**src/rtl/lc3_loader_pkg.sv**
```systemverilog
// Shared types and constants for the LC-3 byte-stream program loader.
// Latency: n/a (package only).
// Backpressure: n/a (package only).
//
// Holds the loader state enum, the byte/word width constants and the
// reset value of cpu_hold. The CSUM_HI/CSUM_LO/ERR states exist only when
// LC3_LOADER_CHECKSUM_EN is defined.
package lc3_loader_pkg;

  localparam int BYTE_W = 8;
  localparam int WORD_W = 16;

  // The core stays in reset from power-up until an image is loaded.
  localparam logic CPU_HOLD_RST = 1'b1;

  typedef enum logic [3:0] {
    ST_ORIG_HI,
    ST_ORIG_LO,
    ST_CNT_HI,
    ST_CNT_LO,
    ST_DATA_HI,
    ST_DATA_LO,
    ST_DONE
`ifdef LC3_LOADER_CHECKSUM_EN
    ,
    ST_CSUM_HI,
    ST_CSUM_LO,
    ST_ERR
`endif
  } state_t;

endpackage

```
**src/rtl/lc3_byte_pair.sv**
```systemverilog
// Assembles big-endian byte pairs into 16-bit words.
// Latency: word_valid is combinational with acceptance of the low byte.
// Backpressure: none of its own; the caller gates take with in_valid && in_ready.
//
// Ports:
//   clk, reset      - system clock, async active-low reset
//   clear           - synchronous return to the high-byte phase
//   take            - a byte is accepted this cycle
//   in_byte         - the accepted byte
//   word_valid/word - one-cycle strobe and {hi, lo} when the low byte is taken
module lc3_byte_pair
  import lc3_loader_pkg::*;
(
  input  logic              clk,
  input  logic              reset,
  input  logic              clear,
  input  logic              take,
  input  logic [BYTE_W-1:0] in_byte,
  output logic              word_valid,
  output logic [WORD_W-1:0] word
);

  logic [BYTE_W-1:0] hi_byte;
  logic              lo_phase;

  always_ff @(posedge clk or negedge reset) begin
    if (!reset) begin
      hi_byte  <= '0;
      lo_phase <= 1'b0;
    end else if (clear) begin
      lo_phase <= 1'b0;
    end else if (take) begin
      if (!lo_phase) begin
        hi_byte <= in_byte;
      end
      lo_phase <= ~lo_phase;
    end
  end

  // The word is presented in the same cycle as the low byte so the caller
  // can register the memory write at that edge.
  assign word_valid = take & lo_phase;
  assign word       = {hi_byte, in_byte};

endmodule

```
**src/rtl/lc3_program_loader.sv**
```systemverilog
// Byte-stream loader writing an image into LC-3 memory, holding the CPU off until done.
// Latency: low byte accepted at edge k -> mem_we during cycle k+1 -> words_loaded at edge k+1.
// Backpressure: in_ready=1 in every receive state, 0 in DONE/ERR; one byte/cycle sustained.
//
// Optional feature macro: LC3_LOADER_CHECKSUM_EN (adds a trailing 16-bit
// checksum word, a running sum register and the CSUM_HI/CSUM_LO/ERR states).
//
// Ports:
//   clk, reset                  - system clock, async active-low reset
//   in_data/in_valid/in_ready   - byte stream input (valid/ready)
//   restart                     - pulse: DONE/ERR -> ORIG_HI
//   mem_addr/mem_data/mem_we    - direct memory write port of the core
//   cpu_hold                    - core held in reset while high
//   done/err                    - image loaded / checksum mismatch
//   words_loaded                - words written since restart or reset
module lc3_program_loader
  import lc3_loader_pkg::*;
#(
  parameter int ADDR_W = 16,
  parameter int DATA_W = 16
) (
  input  logic              clk,
  input  logic              reset,
  input  logic [BYTE_W-1:0] in_data,
  input  logic              in_valid,
  output logic              in_ready,
  input  logic              restart,
  output logic [ADDR_W-1:0] mem_addr,
  output logic [DATA_W-1:0] mem_data,
  output logic              mem_we,
  output logic              cpu_hold,
  output logic              done,
  output logic              err,
  output logic [WORD_W-1:0] words_loaded
);

`ifdef LC3_LOADER_CHECKSUM_EN
  localparam state_t ST_AFTER_DATA = ST_CSUM_HI;
`else
  localparam state_t ST_AFTER_DATA = ST_DONE;
`endif

  state_t            state, state_next;
  logic              receiving;
  logic              restart_go;
  logic              accept;
  logic              word_valid;
  logic [WORD_W-1:0] pair_word;
  logic [ADDR_W-1:0] ptr;
  logic [WORD_W-1:0] remaining;
`ifdef LC3_LOADER_CHECKSUM_EN
  logic [WORD_W-1:0] sum;
  logic              err_q;
`endif

  assign in_ready = reset & receiving;
  assign accept   = in_valid & in_ready;

  lc3_byte_pair u_pair (
    .clk        (clk),
    .reset      (reset),
    .clear      (restart_go),
    .take       (accept),
    .in_byte    (in_data),
    .word_valid (word_valid),
    .word       (pair_word)
  );

  always_ff @(posedge clk or negedge reset) begin
    if (!reset) begin
      state <= ST_ORIG_HI;
    end else begin
      state <= state_next;
    end
  end

  always_comb begin
    state_next = state;
    receiving  = 1'b1;
    restart_go = 1'b0;
    case (state)
      ST_ORIG_HI: if (accept) state_next = ST_ORIG_LO;
      ST_ORIG_LO: if (accept) state_next = ST_CNT_HI;
      ST_CNT_HI:  if (accept) state_next = ST_CNT_LO;
      ST_CNT_LO: begin
        if (word_valid) begin
          state_next = (pair_word == '0) ? ST_AFTER_DATA : ST_DATA_HI;
        end
      end
      ST_DATA_HI: if (accept) state_next = ST_DATA_LO;
      ST_DATA_LO: begin
        // remaining still holds the count before this word is written.
        if (word_valid) begin
          state_next = (remaining == WORD_W'(1)) ? ST_AFTER_DATA : ST_DATA_HI;
        end
      end
`ifdef LC3_LOADER_CHECKSUM_EN
      ST_CSUM_HI: if (accept) state_next = ST_CSUM_LO;
      ST_CSUM_LO: begin
        if (word_valid) begin
          state_next = (pair_word == sum) ? ST_DONE : ST_ERR;
        end
      end
      ST_ERR: begin
        receiving  = 1'b0;
        restart_go = restart;
        if (restart) state_next = ST_ORIG_HI;
      end
`endif
      ST_DONE: begin
        receiving  = 1'b0;
        restart_go = restart;
        if (restart) state_next = ST_ORIG_HI;
      end
      default: state_next = ST_ORIG_HI;
    endcase
  end

  always_ff @(posedge clk or negedge reset) begin
    if (!reset) begin
      ptr          <= '0;
      remaining    <= '0;
      mem_addr     <= '0;
      mem_data     <= '0;
      mem_we       <= 1'b0;
      words_loaded <= '0;
      cpu_hold     <= CPU_HOLD_RST;
      done         <= 1'b0;
    end else begin
      mem_we <= 1'b0;

      if (word_valid && state == ST_ORIG_LO) begin
        ptr <= ADDR_W'(pair_word);
      end
      if (word_valid && state == ST_CNT_LO) begin
        remaining <= pair_word;
      end
      if (word_valid && state == ST_DATA_LO) begin
        mem_addr  <= ptr;
        mem_data  <= DATA_W'(pair_word);
        mem_we    <= 1'b1;
        ptr       <= ptr + ADDR_W'(1);
        remaining <= remaining - WORD_W'(1);
      end
      if (restart_go) begin
        ptr       <= '0;
        remaining <= '0;
      end

      if (restart_go) begin
        words_loaded <= '0;
      end else if (mem_we) begin
        words_loaded <= words_loaded + WORD_W'(1);
      end

      done     <= (state_next == ST_DONE);
      cpu_hold <= (state_next != ST_DONE);
    end
  end

`ifdef LC3_LOADER_CHECKSUM_EN
  always_ff @(posedge clk or negedge reset) begin
    if (!reset) begin
      sum   <= '0;
      err_q <= 1'b0;
    end else begin
      if (restart_go) begin
        sum <= '0;
      end else if (word_valid && state == ST_DATA_LO) begin
        sum <= sum + pair_word;
      end
      err_q <= (state_next == ST_ERR);
    end
  end
  assign err = err_q;
`else
  assign err = 1'b0;
`endif

endmodule

```
**config.mk**
```make
export PLATFORM = sky130hd
export DESIGN_NAME = lc3_program_loader
export DESIGN_NICKNAME = d
export VERILOG_FILES = /design/src/rtl/lc3_loader_pkg.sv /design/src/rtl/lc3_byte_pair.sv /design/src/rtl/lc3_program_loader.sv
export SDC_FILE = /design/constraint.sdc
export NUM_CORES = 1
export LEC_CHECK = 0
export ABC_CLOCK_PERIOD_IN_PS = 4100
export CAP_MARGIN = 5
export CORE_ASPECT_RATIO = 0.6
export CORE_MARGIN = 2
export CORE_UTILIZATION = 35
export DETAILED_ROUTE_END_ITERATION = 16
export HOLD_SLACK_MARGIN = 0.15
export PLACE_DENSITY = 0.61
export SLEW_MARGIN = 20
export SYNTH_ARGS = -nofsm -noshare
export SYNTH_HDL_FRONTEND = slang
export SYNTH_SLANG_ARGS = --single-unit
```
**constraint.sdc**
```tcl
create_clock -name clk -period 4.1 [get_ports clk]
set_clock_uncertainty 0.05 [all_clocks]
set_input_delay 1.23 -clock clk [delete_from_list [all_inputs] [get_ports clk]]
set_output_delay 1.23 -clock clk [all_outputs]
set_load 0.01 [all_outputs]
```
==> key figures, run 1 <==
Global route
  • GRT Total Usage: 18.6%
  • Initial antenna violation count: 0
  • Overflow after GRT: 0
  • Largest net degree at the start of global routing: 46
  • Global-route wire length before repair: 21.0 mm
  • Vias in the first global route: 3834

STA
  • F_max: 0.299 GHz
  • Final period util: 81.5%
  • Setup-failing EPs final: 0
  • Slew margin rel.: 45.7%
  • Fin crit period: 3.34 ns
  • Final Hold Viols: 0
  • Setup TNS: 0 ns
  • Min Hold Slack: 0.424 ns
  • Unrepaired setup endpoints after global routing: no
  • Slew Limit Fails: 0
  • Slew @ Worst Pin: 0.807 ns

Worst setup path
  • Largest fanout on the critical path: 2
  • Setup CP Type: input port to output pin
  • CP arrival: 2.06 ns
  • Setup crit start kind: input port
  • Data required, critical path: 2.82 ns
  • Worst setup EP type: output pin

Die
  • Row count: 33
  • Initial Utilization: 35.4%
  • Core ar.: 13500 um^2
  • Die Height: 94.6 um
  • Die footprint: 14700 um^2
  • Die width: 155 um
  • I/O pin count: 65

Yosys
  • Synth async-reset ratio: 100%
  • Number of enable flip-flop cells after synthesis: 0
  • Ys flop type: dfrtp_1
  • Post-synthesis instance total: 520
  • Avg Cell Area, Syn: 9.20 um^2
  • Synthesized area: 4780 um^2
  • Cell variety after synth: 64
  • Synth Register Bits: 96
  • Sequential share of the synthesized area: 50.2%
  • Yosys warning total: 0

Clocking
  • Root buffer cell: clkbuf_16
  • CTS max path bufs: 2
  • Num CTS Buffers: 9
  • Clock Latency Late Sink: 0.35 ns
  • Postcts setup bufs: 0
  • Worst-path clk slew: 0.07 ns
  • CTS tree: done
  • Clk sink count: 96
  • Post-CTS Hold Fix Bufs: 0
  • CTS HTree Levels: 3
  • Post-cts sizing count: 0

Cells and area
  • Share of cells above drive strength 1: 7.72%
  • Register area: 2400 um^2
  • Multi-input logic area: 2240 um^2
  • FILL cells: 1277
  • Area growth syn-to-layout: 23.9%
  • Cell Count, Final, Fillers Out: 758
  • Nets@finish: 594
  • Ant diodes: 0
  • Post-Route Utilization: 43.9%

Flow run
  • Max-cap viol count: 0

Worst hold path
  • Worst min-delay path class: flop to flop

Power
  • Switching pwr: 655 uW
  • Worst vdd ir: 227 uV
  • Logic pwr share: 10.2%
  • Power Dens Cells: 384 nW/um^2
  • Total Power: 2.28 mW
  • Internal: 1.62 mW
  • Sw Ratio: 28.8%
  • Leak Pwr: 2.52 nW
  • Clock Power Share: 39.9%
  • Part of the power in registers: 49.9%

Drt
  • Via density: 5.38
  • DRT Pass-1 Iters: 5
  • Residual DRC count: 0
  • Antenna viol nets, final: 0
  • Wirelength, routed: 13.2 mm
  • DRT iter0 DRCs: 388
  • Routed WL per cell: 17.5 um
  • Vias: 4076

Placement
  • IO buf count: 63
  • Detailed-placement wirelength estimate: 9.43 mm
  • Placed cell count: 742
  • RePlAce Congestion: 0.877

Run status
  • Status: completed
cells by family after synthesis:
family                   count (synthesis)  synth area share [%]
AND/OR/NAND/NOR                        238                  24.0
buffers and inverters                   38                  3.22
XOR/XNOR                                25                  4.58
multiplexers                            11                  2.48
other                                    1                0.0784
AO/OA/AOI/OAI                          107                  14.4
adder cells (fa/ha/maj)                  4                  1.05
flip-flops                              96                  50.2
placed cells by master, fill, tap and decap left out, types with 5 or more instances in the layout:
| cell | n |
|---|---|
| nand2_1 | 111 |
| dfrtp_1 | 95 |
| clkdlybuf4s50_1 | 62 |
| nor2_1 | 38 |
| o21ai_1 | 23 |
| a21oi_1 | 20 |
| nand3_1 | 18 |
| o21ai_0 | 16 |
| xor2_1 | 14 |
| nor3_1 | 12 |
| xnor2_1 | 11 |
| buf_4 | 11 |
| inv_1 | 10 |
| nor4_1 | 9 |
| clkbuf_16 | 9 |
| nand4_1 | 8 |
| a22o_1 | 8 |
| mux2_1 | 7 |
| and3_1 | 6 |
| a21o_1 | 5 |
critical path, cell delays in order:
cell and delay [ns]:
buf_4 0.13, nor2b_1 0.14, clkdlybuf4s50_1 0.56
sequential cells by signal, indices dropped and copies added, names as in the netlist:
signal	count
remaining	16
state	4
u_pair.hi_byte	8
cpu_hold	1
ptr	16
mem_addr	16
mem_data	16
words_loaded	16
u_pair.lo_phase	1
mem_we	1
done	1
synth_stat cells, types with 2 or more instances:
library cell  number  area [um^2]
nor2_1            38          143
mux2i_1            4         40.0
nand3_1           19         95.1
nand2b_1           4         25.0
o21ai_0           16         80.1
o21a_2             2         17.5
xor2_1            14          123
a31oi_1            3         18.8
buf_2              6         30.0
a32oi_1            3         26.3
a41oi_1            2         17.5
inv_1             10         37.5
and3_1             6         37.5
or3_1              4         25.0
ha_1               4         50.1
nor3_2             2         20.0
or3_4              2         22.5
a22o_1             8         70.1
a211oi_1           3         22.5
dfrtp_1           95         2380
nor3_1            12         60.1
nand2_1          111          417
mux2_1             7         78.8
clkbuf_1          20         75.1
a21oi_1           20          100
o211ai_1           2         15.0
xnor2_1           11         96.3
o21ai_1           23          115
a21o_1             5         37.5
nor3b_1            4         30.0
o22ai_1            4         25.0
and2_1             3         18.8
nand4_1            8         50.1
o2bb2ai_1          3         26.3
o31a_1             2         17.5
nor4_1             9         56.3
nor2b_1            4         25.0
final cells by class:
class	count	share of cell area, %
clock inverters	7	1.71
clock buffers	9	3.80
flip-flops and latches	96	40.5
inverters	11	0.696
multi-input cells	387	37.7
repair buffers	73	11.9
well taps	175	3.69
power by group through the flow:
stage          Sequential (mW)  Combinational, mW  Clock (mW)
2_1_floorplan             1.10              0.163           0
3_3_place_gp              1.15              0.225           0
3_5_place_dp              1.15              0.231           0
4_1_cts                   1.13              0.232       0.918
5_1_grt                   1.15              0.256       0.955
6_report                  1.14              0.231       0.908
final timing paths:
path / to / slack, ns / cells past startpoint / startpoint
max: in_ready / 0.76 / 3 / reset
min: mem_addr[4] / 0.42 / 2 / mem_addr[4]
max reg2reg: ptr[9] / 1.80 / 5 / state[1]
min reg2reg: mem_addr[4] / 0.42 / 2 / mem_addr[4]
max in group asynchronous: remaining[4] / 1.74 / 4 / reset
min in group asynchronous: done / 0.91 / 2 / reset
metal layers:
metal | track usage [%] | vias to the layer above | part of all wire, %
met5 | 0 | - | 0
met4 | 3.24 | 0 | 0.65
met3 | 4.36 | 16 | 5.7
met2 | 26.3 | 145 | 41
met1 | 28.9 | 1982 | 52
li1 | - | 1933 | -
per-stage QoR:
stage | instance area (um^2) | setup slack (ns)
2_1_floorplan | 4790 | 1.39
3_3_place_gp | 5600 | 0.759
3_5_place_dp | 5600 | 0.758
4_1_cts | 5930 | 0.758
5_1_grt | 5930 | 0.742
6_report | 5930 | 0.758
Power figures use the tool's default switching activity.
==> inputs of run 2 (changes only) <==
--- a/config.mk
+++ b/config.mk
@@ -5,14 +5,14 @@
 export SDC_FILE = /design/constraint.sdc
 export NUM_CORES = 1
 export LEC_CHECK = 0
-export ABC_CLOCK_PERIOD_IN_PS = 4100
+export ABC_CLOCK_PERIOD_IN_PS = 2700
 export CAP_MARGIN = 5
 export CORE_ASPECT_RATIO = 0.6
 export CORE_MARGIN = 2
 export CORE_UTILIZATION = 35
 export DETAILED_ROUTE_END_ITERATION = 16
 export HOLD_SLACK_MARGIN = 0.15
-export PLACE_DENSITY = 0.61
+export PLACE_DENSITY = 0.63
 export SLEW_MARGIN = 20
 export SYNTH_ARGS = -nofsm -noshare
 export SYNTH_HDL_FRONTEND = slang
==> constraint.sdc (replaced) <==
create_clock -name clk -period 2.7 [get_ports clk]
set_clock_uncertainty 0.05 [all_clocks]
set_input_delay 0.81 -clock clk [delete_from_list [all_inputs] [get_ports clk]]
set_output_delay 0.81 -clock clk [all_outputs]
set_load 0.01 [all_outputs]
==> key figures, run 2 (synthesized netlist as in run 1, its figures left out) <==
Cells and area
  • Most frequent cells in the layout: nand2_1 (111), dfrtp_1 (93), clkdlybuf4s50_1 (61)
  • Most common cell after layout, fill and taps aside: nand2_1
  • Nets@finish: 615
  • Share of cells above drive strength 1: 11.3%
  • Area growth syn-to-layout: 27.3%
  • Ant diodes: 0

STA
  • Fin crit period: 2.35 ns
  • Unrepaired setup endpoints after global routing: no
  • Setup TNS: 0 ns
  • Slew margin rel.: 62.1%
  • Final Hold Viols: 0
  • Setup-failing EPs final: 0
  • Slew Limit Fails: 0
  • Final setup margin: 0.351 ns
  • Slew @ Worst Pin: 0.567 ns
  • F_max: 0.426 GHz
  • Final period util: 87.0%

Clocking
  • Post-CTS Hold Fix Bufs: 0
  • Clk sink count: 96
  • Clock Latency Late Sink: 0.34 ns
  • Root buffer cell: clkbuf_16
  • CTS tree: done
  • CTS max path bufs: 2
  • Worst-path clk slew: 0.07 ns
  • CTS HTree Levels: 3
  • Num CTS Buffers: 9

Drt
  • Wirelength, routed: 13.3 mm
  • Routed WL per cell: 17.1 um
  • Antenna viol nets, final: 0
  • Vias: 4158
  • DRT Pass-1 Iters: 5
  • DRT iter0 DRCs: 345
  • Via density: 5.34
  • Residual DRC count: 0

Global route
  • Overflow after GRT: 0
  • GRT Total Usage: 18.9%
  • Vias in the first global route: 3910
  • Initial antenna violation count: 0
  • Largest net degree at the start of global routing: 95
  • Global-route wire length before repair: 21.6 mm

Die
  • Die footprint: 14700 um^2
  • Die width: 155 um
  • Die Height: 94.6 um
  • Initial Utilization: 35.4%
  • I/O pin count: 65
  • Core ar.: 13500 um^2
  • Row count: 33

Placement
  • Detailed-placement wirelength estimate: 9.54 mm
  • IO buf count: 63
  • Post-Place Setup Slack: 0.0662 ns
  • RePlAce Congestion: 0.919

Worst setup path
  • Largest fanout on the critical path: 11
  • Data required, critical path: 2.87 ns
  • Setup crit start kind: input port
  • Setup CP Type: input port to flop
  • Worst setup EP type: flop
  • CP arrival: 2.52 ns

Worst hold path
  • Worst min-delay path class: input port to asynchronous set/reset pin

Power
  • Worst vdd ir: 365 uV
  • Leak Pwr: 2.63 nW
  • Clock Power Share: 37.2%
  • Sw Ratio: 29.1%
  • Total Power: 3.35 mW
  • Logic pwr share: 11.0%
  • Internal: 2.37 mW
  • Part of the power in registers: 51.8%
  • Switching pwr: 973 uW
  • Power Dens Cells: 549 nW/um^2

Flow run
  • Max-cap viol count: 0

Run status
  • Status: completed
==> run 2: cell types whose count changed in the layout (fill, tap and decap cells not counted) <==
| cell | before | now |
|---|---|---|
| clkinv_8 | 2 | 0 |
| buf_12 | 0 | 3 |
| dfrtp_1 | 95 | 93 |
| clkdlybuf4s50_1 | 62 | 61 |
| clkinv_2 | 0 | 1 |
| inv_6 | 0 | 2 |
| bufinv_16 | 1 | 0 |
| dlymetal6s2s_1 | 0 | 1 |
| dfrtp_2 | 0 | 2 |
| buf_4 | 11 | 29 |
==> run 2: worst paths after layout <==
| path | endpoint | from | depth (start not counted) | slack [ns] |
|---|---|---|---|---|
| worst max register to register | remaining[12] | remaining[0] | 7 | 0.63 |
| worst min-delay path | state[3] | reset | 2 | 0.38 |
| worst min register to register | mem_addr[13] | mem_addr[13] | 2 | 0.42 |
| min in group clk | mem_addr[13] | mem_addr[13] | 2 | 0.42 |
| max in group asynchronous | ptr[5] | reset | 3 | 1.52 |
| worst max-delay path | ptr[3] | in_valid | 7 | 0.35 |
==> run 2: layout make-up <==
| type | instances | area [um^2] |
|---|---|---|
| clock buffer | 9 | 225 |
| tap | 175 | 219 |
| timing repair buffer | 94 | 901 |
| fill | 1311 | 7410 |
| clock inverter | 7 | 61.3 |
| sequential | 96 | 2410 |
| inverter | 11 | 41.3 |
| multi-input combinational | 387 | 2240 |
==> run 2: what timing repair did <==
item                       4_1_cts  5_1_grt
buffers inserted                 0        1
setup endpoints to repair        0        1
resized for setup                0        3
==> run 2: routing by layer <==
| metal | GRT usage, % | part of all wire (%) | routed length, um | vias to the layer above |
|---|---|---|---|---|
| met5 | 0 | 0 | 0 | - |
| met4 | 4.01 | 0.91 | 121 | 0 |
| met3 | 5.00 | 6.6 | 874 | 11 |
| met2 | 26.9 | 42 | 5550 | 142 |
| met1 | 28.7 | 51 | 6760 | 2041 |
| li1 | - | - | - | 1964 |
==> run 2: power by group through the flow <==
stage	Combinational, mW	Sequential, mW	Clock, mW
after detailed placement	0.367	1.75	0
after global routing	0.413	1.75	1.34
after global placement	0.362	1.75	0
after CTS	0.369	1.72	1.27
after floorplan	0.247	1.67	0
final	0.369	1.73	1.24
==> run 2: worst max-delay path, stage by stage <==
cell,delay (ns)
clkdlybuf4s50_1,0.53
nand3_1,0.23
nor3_1,0.25
buf_4,0.21
nor2_2,0.10
buf_4,0.16
a22o_1,0.23
==> run 2: stage by stage <==
step	area (um^2)	instances	utilization, %	hold WS, ns
floorplan	4790	521	-	0.407
global placement	5790	762	42.9	0.408
detailed placement	5790	762	42.9	0.414
CTS	6080	778	45.0	0.371
global route	6090	779	45.1	0.373
finish	6090	779	45.1	0.383
